**src/rtl/atpg_pkg.sv**
```systemverilog
// Shared types and helpers for the ATPG pattern source: state encoding,
// default feedback taps, lockup seed and the common shift/feedback step.
package atpg_pkg;
  localparam int ATPG_W = 5;
  localparam logic [ATPG_W-1:0] ATPG_TAPS   = 5'b10100;
  localparam logic [ATPG_W-1:0] LOCKUP_SEED = 5'b11111;

  typedef enum logic [1:0] {IDLE, RUN, DRAIN, DONE} state_t;

  // One step of the Fibonacci register used by both the LFSR and the MISR.
  function automatic logic [ATPG_W-1:0] lfsr_step(input logic [ATPG_W-1:0] cur,
                                                  input logic [ATPG_W-1:0] taps);
    return {cur[ATPG_W-2:0], ^(cur & taps)};
  endfunction
endpackage

```
**src/rtl/atpg_lfsr_gen.sv**
```systemverilog
// Pseudo-random pattern source: loadable maximal-length LFSR.
module atpg_lfsr_gen
  import atpg_pkg::*;
#(
  parameter int               WIDTH = ATPG_W,
  parameter logic [WIDTH-1:0] TAPS  = ATPG_TAPS
) (
  input  logic             clk,
  input  logic             rst_n,
  input  logic             load,
  input  logic             enable,
  input  logic [WIDTH-1:0] seed,
  output logic [WIDTH-1:0] pattern
);
  always_ff @(posedge clk or negedge rst_n) begin
    if (!rst_n)      pattern <= '0;
    else if (load)   pattern <= seed;
    else if (enable) pattern <= lfsr_step(pattern, TAPS);
  end
endmodule

```
**src/rtl/atpg_bist_ctrl.sv**
```systemverilog
// ATPG BIST sequencer: seeds the LFSR, runs N patterns, compacts responses in a
// MISR and checks the signature. ATPG_RESP_REG_EN registers cut_resp (adds DRAIN).
module atpg_bist_ctrl
  import atpg_pkg::*;
#(
  parameter int               WIDTH = ATPG_W,
  parameter logic [WIDTH-1:0] TAPS  = ATPG_TAPS,
  parameter int               CNT_W = 8
) (
  input  logic             clk,
  input  logic             rst_n,
  input  logic             start,
  input  logic             abort,
  input  logic [WIDTH-1:0] seed,
  input  logic [CNT_W-1:0] pattern_count,
  input  logic [WIDTH-1:0] golden_sig,
  input  logic [WIDTH-1:0] cut_resp,
  output logic [WIDTH-1:0] pattern,
  output logic             pattern_valid,
  output logic             busy,
  output logic             done,
  output logic             pass,
  output logic [WIDTH-1:0] signature
);
`ifdef ATPG_RESP_REG_EN
  localparam int STAGES = 1;
`else
  localparam int STAGES = 0;
`endif

  state_t             state, state_nxt;
  logic [CNT_W-1:0]   cnt;
  logic [WIDTH-1:0]   misr, misr_nxt, golden_q, resp, load_val;
  logic               pass_q, accept, shift, absorb, finish, cancel;
  // vld_pipe[0]: RUN this cycle; vld_pipe[STAGES]: resp belongs to a live pattern
  logic [STAGES:0]    vld_pipe;
  logic [STAGES+1:0]  vld_shift;

`ifdef ATPG_RESP_REG_EN
  always_ff @(posedge clk or negedge rst_n) begin
    if (!rst_n) resp <= '0;
    else        resp <= cut_resp;
  end
`else
  assign resp = cut_resp;
`endif

  assign misr_nxt  = lfsr_step(misr, TAPS) ^ resp;
  assign load_val  = (seed == '0) ? LOCKUP_SEED : seed;
  assign vld_shift = {vld_pipe, state_nxt == RUN};

  always_ff @(posedge clk or negedge rst_n) begin
    if (!rst_n) state <= IDLE;
    else        state <= state_nxt;
  end

  always_comb begin
    state_nxt = state;
    accept    = 1'b0;
    shift     = 1'b0;
    absorb    = 1'b0;
    finish    = 1'b0;
    cancel    = 1'b0;
    case (state)
      IDLE: if (start) begin
        accept    = 1'b1;
        state_nxt = (pattern_count == '0) ? DONE : RUN;
      end
      RUN: if (abort) begin
        cancel    = 1'b1;
        state_nxt = IDLE;
      end else begin
        shift  = 1'b1;
        absorb = vld_pipe[STAGES];
        if (cnt == CNT_W'(1)) begin
`ifdef ATPG_RESP_REG_EN
          state_nxt = DRAIN;
`else
          state_nxt = DONE;
          finish    = 1'b1;
`endif
        end
      end
      DRAIN: if (abort) begin
        cancel    = 1'b1;
        state_nxt = IDLE;
      end else begin
        absorb    = 1'b1;
        finish    = 1'b1;
        state_nxt = DONE;
      end
      default: state_nxt = IDLE;
    endcase
  end

  always_ff @(posedge clk or negedge rst_n) begin
    if (!rst_n) begin
      cnt      <= '0;
      misr     <= '0;
      golden_q <= '0;
      pass_q   <= 1'b0;
      vld_pipe <= '0;
    end else begin
      vld_pipe <= vld_shift[STAGES:0];
      if (accept) begin
        cnt      <= pattern_count;
        golden_q <= golden_sig;
        misr     <= '0;
        // A zero-length run completes immediately against an all-zero signature.
        pass_q   <= (pattern_count == '0) && (golden_sig == '0);
      end else begin
        if (shift)  cnt  <= cnt - CNT_W'(1);
        if (absorb) misr <= misr_nxt;
        if (finish) pass_q <= (misr_nxt == golden_q);
        if (cancel) pass_q <= 1'b0;
      end
    end
  end

  atpg_lfsr_gen #(.WIDTH(WIDTH), .TAPS(TAPS)) u_lfsr (
    .clk    (clk),
    .rst_n  (rst_n),
    .load   (accept),
    .enable (shift),
    .seed   (load_val),
    .pattern(pattern)
  );

  assign pattern_valid = vld_pipe[0];
  assign busy          = (state != IDLE);
  assign done          = (state == DONE);
  assign pass          = pass_q;
  assign signature     = misr;
endmodule

```
**config.mk**
```make
export PLATFORM = sky130hd
export DESIGN_NAME = atpg_bist_ctrl
export DESIGN_NICKNAME = d
export VERILOG_FILES = /design/src/rtl/atpg_pkg.sv /design/src/rtl/atpg_lfsr_gen.sv /design/src/rtl/atpg_bist_ctrl.sv
export SDC_FILE = /design/constraint.sdc
export NUM_CORES = 1
export LEC_CHECK = 0
export ABC_CLOCK_PERIOD_IN_PS = 1900
export BUFFER_PORTS_ARGS = -buffer_cell sky130_fd_sc_hd__buf_2
export CAP_MARGIN = 20
export CORE_MARGIN = 10
export CORE_UTILIZATION = 52
export CTS_CLUSTER_SIZE = 30
export DETAILED_ROUTE_END_ITERATION = 6
export GPL_TIMING_DRIVEN = 0
export MAX_ROUTING_LAYER = met4
export PLACE_DENSITY = 0.79
export RECOVER_POWER = 50
export SLEW_MARGIN = 20
export SYNTH_ARGS = -nofsm -noshare
export SYNTH_HDL_FRONTEND = slang
export SYNTH_SLANG_ARGS = --single-unit
```
**constraint.sdc**
```tcl
create_clock -name clk -period 1.9 [get_ports clk]
set_input_delay 0.285 -clock clk [delete_from_list [all_inputs] [get_ports clk]]
set_output_delay 0.285 -clock clk [all_outputs]
set_load 0.02 [all_outputs]
```
==> metrics.txt <==
outcome=complete, no violations; Initial DRT Pass Iterations=4; GR Overflow Total=0; Via-to-Cell Ratio=roughly 5.7; number of synthesized flops with an enable pin=0; Slew Limit Fails=0; adder-cell share of the synthesized area=slightly below 5%; Max H-tree Level=1; Synth Net Count=about 200; Syn Area/Cell=just over 9 um^2; Post-Synth XOR/XNOR Area=between 10% and 20%; Final WS setup=113 ps; DR WL/cell=around 16 um; Tcrit/Tclk final=94.0%; dpl ws=slightly below 80 ps; Synth area leader=dfrtp_1; cell count after synthesis=approximately 170; Compound-Gate Fraction of Synth Area=12.4%; Detail Route Antenna Nets=0; Synth Register Bits=27; Max stage delay on crit path=460 ps; Routed WL=about 3.8 mm; delay-heaviest family, CP=simple AND/OR/NAND/NOR gates; CP Capture Type=flip-flop; row count=19; Data arrival, critical path=between 2000 and 2500 ps; maximum vdd ir drop=0.868 mV; Max Cap Viol=0; worst min path class=primary input to flip-flop; critical path data required time=~2200 ps; Initial Utilization=54.9%; layer with the highest usage=met2; most common cell in the netlist=nand2_1; fin area=0.00183 mm^2; post-synthesis async set-or-reset flop share=100%; CTS tree=built; Layout Utilization=roughly 65%; simple-gate share of the synthesized area=22.7%; fin crit period=between 1500 and 2000 ps; GRT Util Overall=14.7%; routability cong.=a little over 0.8; Vias=~1,400; Fillers=between 200 and 300; slowest CP cell=dfrtp_1; CTS buffer count=3; pwr dens=~1400 mW/mm^2; synth warn=0; Num Clock Sinks=27; CORE AREA=0.00281 mm^2; IO Pins=41; TNS Setup=0 ps; share of layout cells above drive strength 1=23.8%; Commonest cells post-synth=nand2_1 (34), dfrtp_1 (27), nor2_1 (14), xnor2_1 (11), o21ai_1 (9); DR DRC count=0; worst hold slack=147 ps; mux contribution to synthesized area=less than 1%; Cells after DPL=approximately 240; largest family of logic cells by synthesized area=simple AND/OR/NAND/NOR gates; ANT cells=0; Synth top area share=43.9%; Setup crit start kind=flip-flop; Max transition margin=55.7%; antenna violations before repair=0; die width=74.4 um; cell leakage power=about 0.84 nW; DP HPWL=~3 mm; buffers added on ports=40; routing usage on met1=a little under a fifth; clock tree buffer depth=2; largest net degree at the start of global routing=28; fmax=0.560 GHz; post-synth cell types=37; Worst Tran Pin Value=around 660 ps; Final setup viols=0; Setup CP Type=flip-flop to flip-flop; placed cell area=between 0.0015 and 0.002 mm^2; Synth Cell Area=0.00154 mm^2; clk_lat worst skew=approximately 330 ps; first-pass GRT wire length=between 6 and 7 mm; Area growth syn-to-layout=18.8%; Final Hold Viols=0; Die Area=approximately 0.0055 mm^2; critical path fanouts, max=9; synth top area cells=dfrtp_1 (44%), nand2_1 (8.3%), xnor2_1 (6.3%), ha_1 (4.9%), nor2_1 (3.4%); Crit path buffers/inverters=2; clock root cell=clkbuf_4; Tot Pwr=about 2.6 mW; final clock skew=about 1.8 ps; crit path cell chain=inv_1 -> ha_1 -> and2_1 -> clkbuf_4 -> nand3_2 -> or3_1 -> o211ai_2; CTS clk-pin slew, worst paths=roughly 150 ps; met2 GRT Util=~23%; sequential area share after synthesis=about 44%; number of global-route vias before repair=~1,400; Nets=244; DRT iter0 DRCs=between 90 and 100; Die Y=~74 um; met3 global-route usage=under 10%; Layout Cells excl Fill=roughly 240; ys flop type=dfrtp_1
-- flip-flops by register name, summed over array words and instances, names as in the netlist --
name and cells:
u_lfsr.pattern 5, cnt 8, signature 5, pass 1, state 2, golden_q 5
pattern_valid 1
-- layer usage --
metal	vias to the layer above	part of all wire [%]
met3	4	4.9
met5	-	0
li1	664	-
met2	32	49
met1	668	45
met4	0	0.60
-- power by group --
part	internal, mW	switching [mW]	leakage [nW]	total, mW
registers	0.822	0.258	0.336	1.08
logic	0.541	0.749	0.490	1.29
clock network	0.0790	0.176	0.0177	0.255
total	1.44	1.18	0.843	2.63
-- cells in the final DEF, fill, tap and decap left out, types with 3 or more instances in the layout --
cell type	count
inv_1	6
xnor2_1	11
buf_2	33
o21ai_1	9
nor2b_1	3
a31oi_1	5
ha_1	6
nand3_1	4
clkbuf_2	3
a211oi_1	4
dfrtp_1	27
xor2_1	5
clkbuf_4	4
a21oi_1	4
nand2_1	34
nor4_1	3
nor2_1	14
clkbuf_1	8
-- what timing repair did --
| item | CTS | global route |
|---|---|---|
| gates resized for setup | 0 | 8 |
| endpoints found under the setup margin | 0 | 8 |
| endpoints found under the hold margin | 27 | 0 |
| buffers inserted | 0 | 0 |
| hold buffers | 1 | 0 |
-- kinds of logic after synthesis --
kind of cell    Yosys count
simple gates             72
xor+xnor                 19
flops                    27
fa+ha+maj                 6
compound gates           29
buf+inv                  11
mux                       1
-- tightest hold or removal path, cell delays in order --
cell	delay, ps
buf_2	80
nand2_1	40
nand2_1	40
-- final timing paths --
path                          startpoint            to  slack, ps  cells after the start
max reg2reg                     state[0]          pass        110                      7
min in group asynchronous          rst_n  signature[0]        500                      2
min reg2reg                  golden_q[2]   golden_q[2]        520                      2
min                        golden_sig[0]   golden_q[0]        150                      3
max in group asynchronous          rst_n  signature[2]        980                      2
max                             state[0]          pass        110                      7
-- layout make-up --
cell class	count	area, um^2	share of cell area [%]
tap	31	38.8	2.12
clock inverter	1	5.00	0.274
buffer	5	26.3	1.44
sequential	27	676	36.9
multi-input combinational	127	837	45.8
clock buffer	3	22.5	1.23
inverter	6	22.5	1.23
timing repair buffer	41	201	11.0
(Power assumes the default switching activity.)
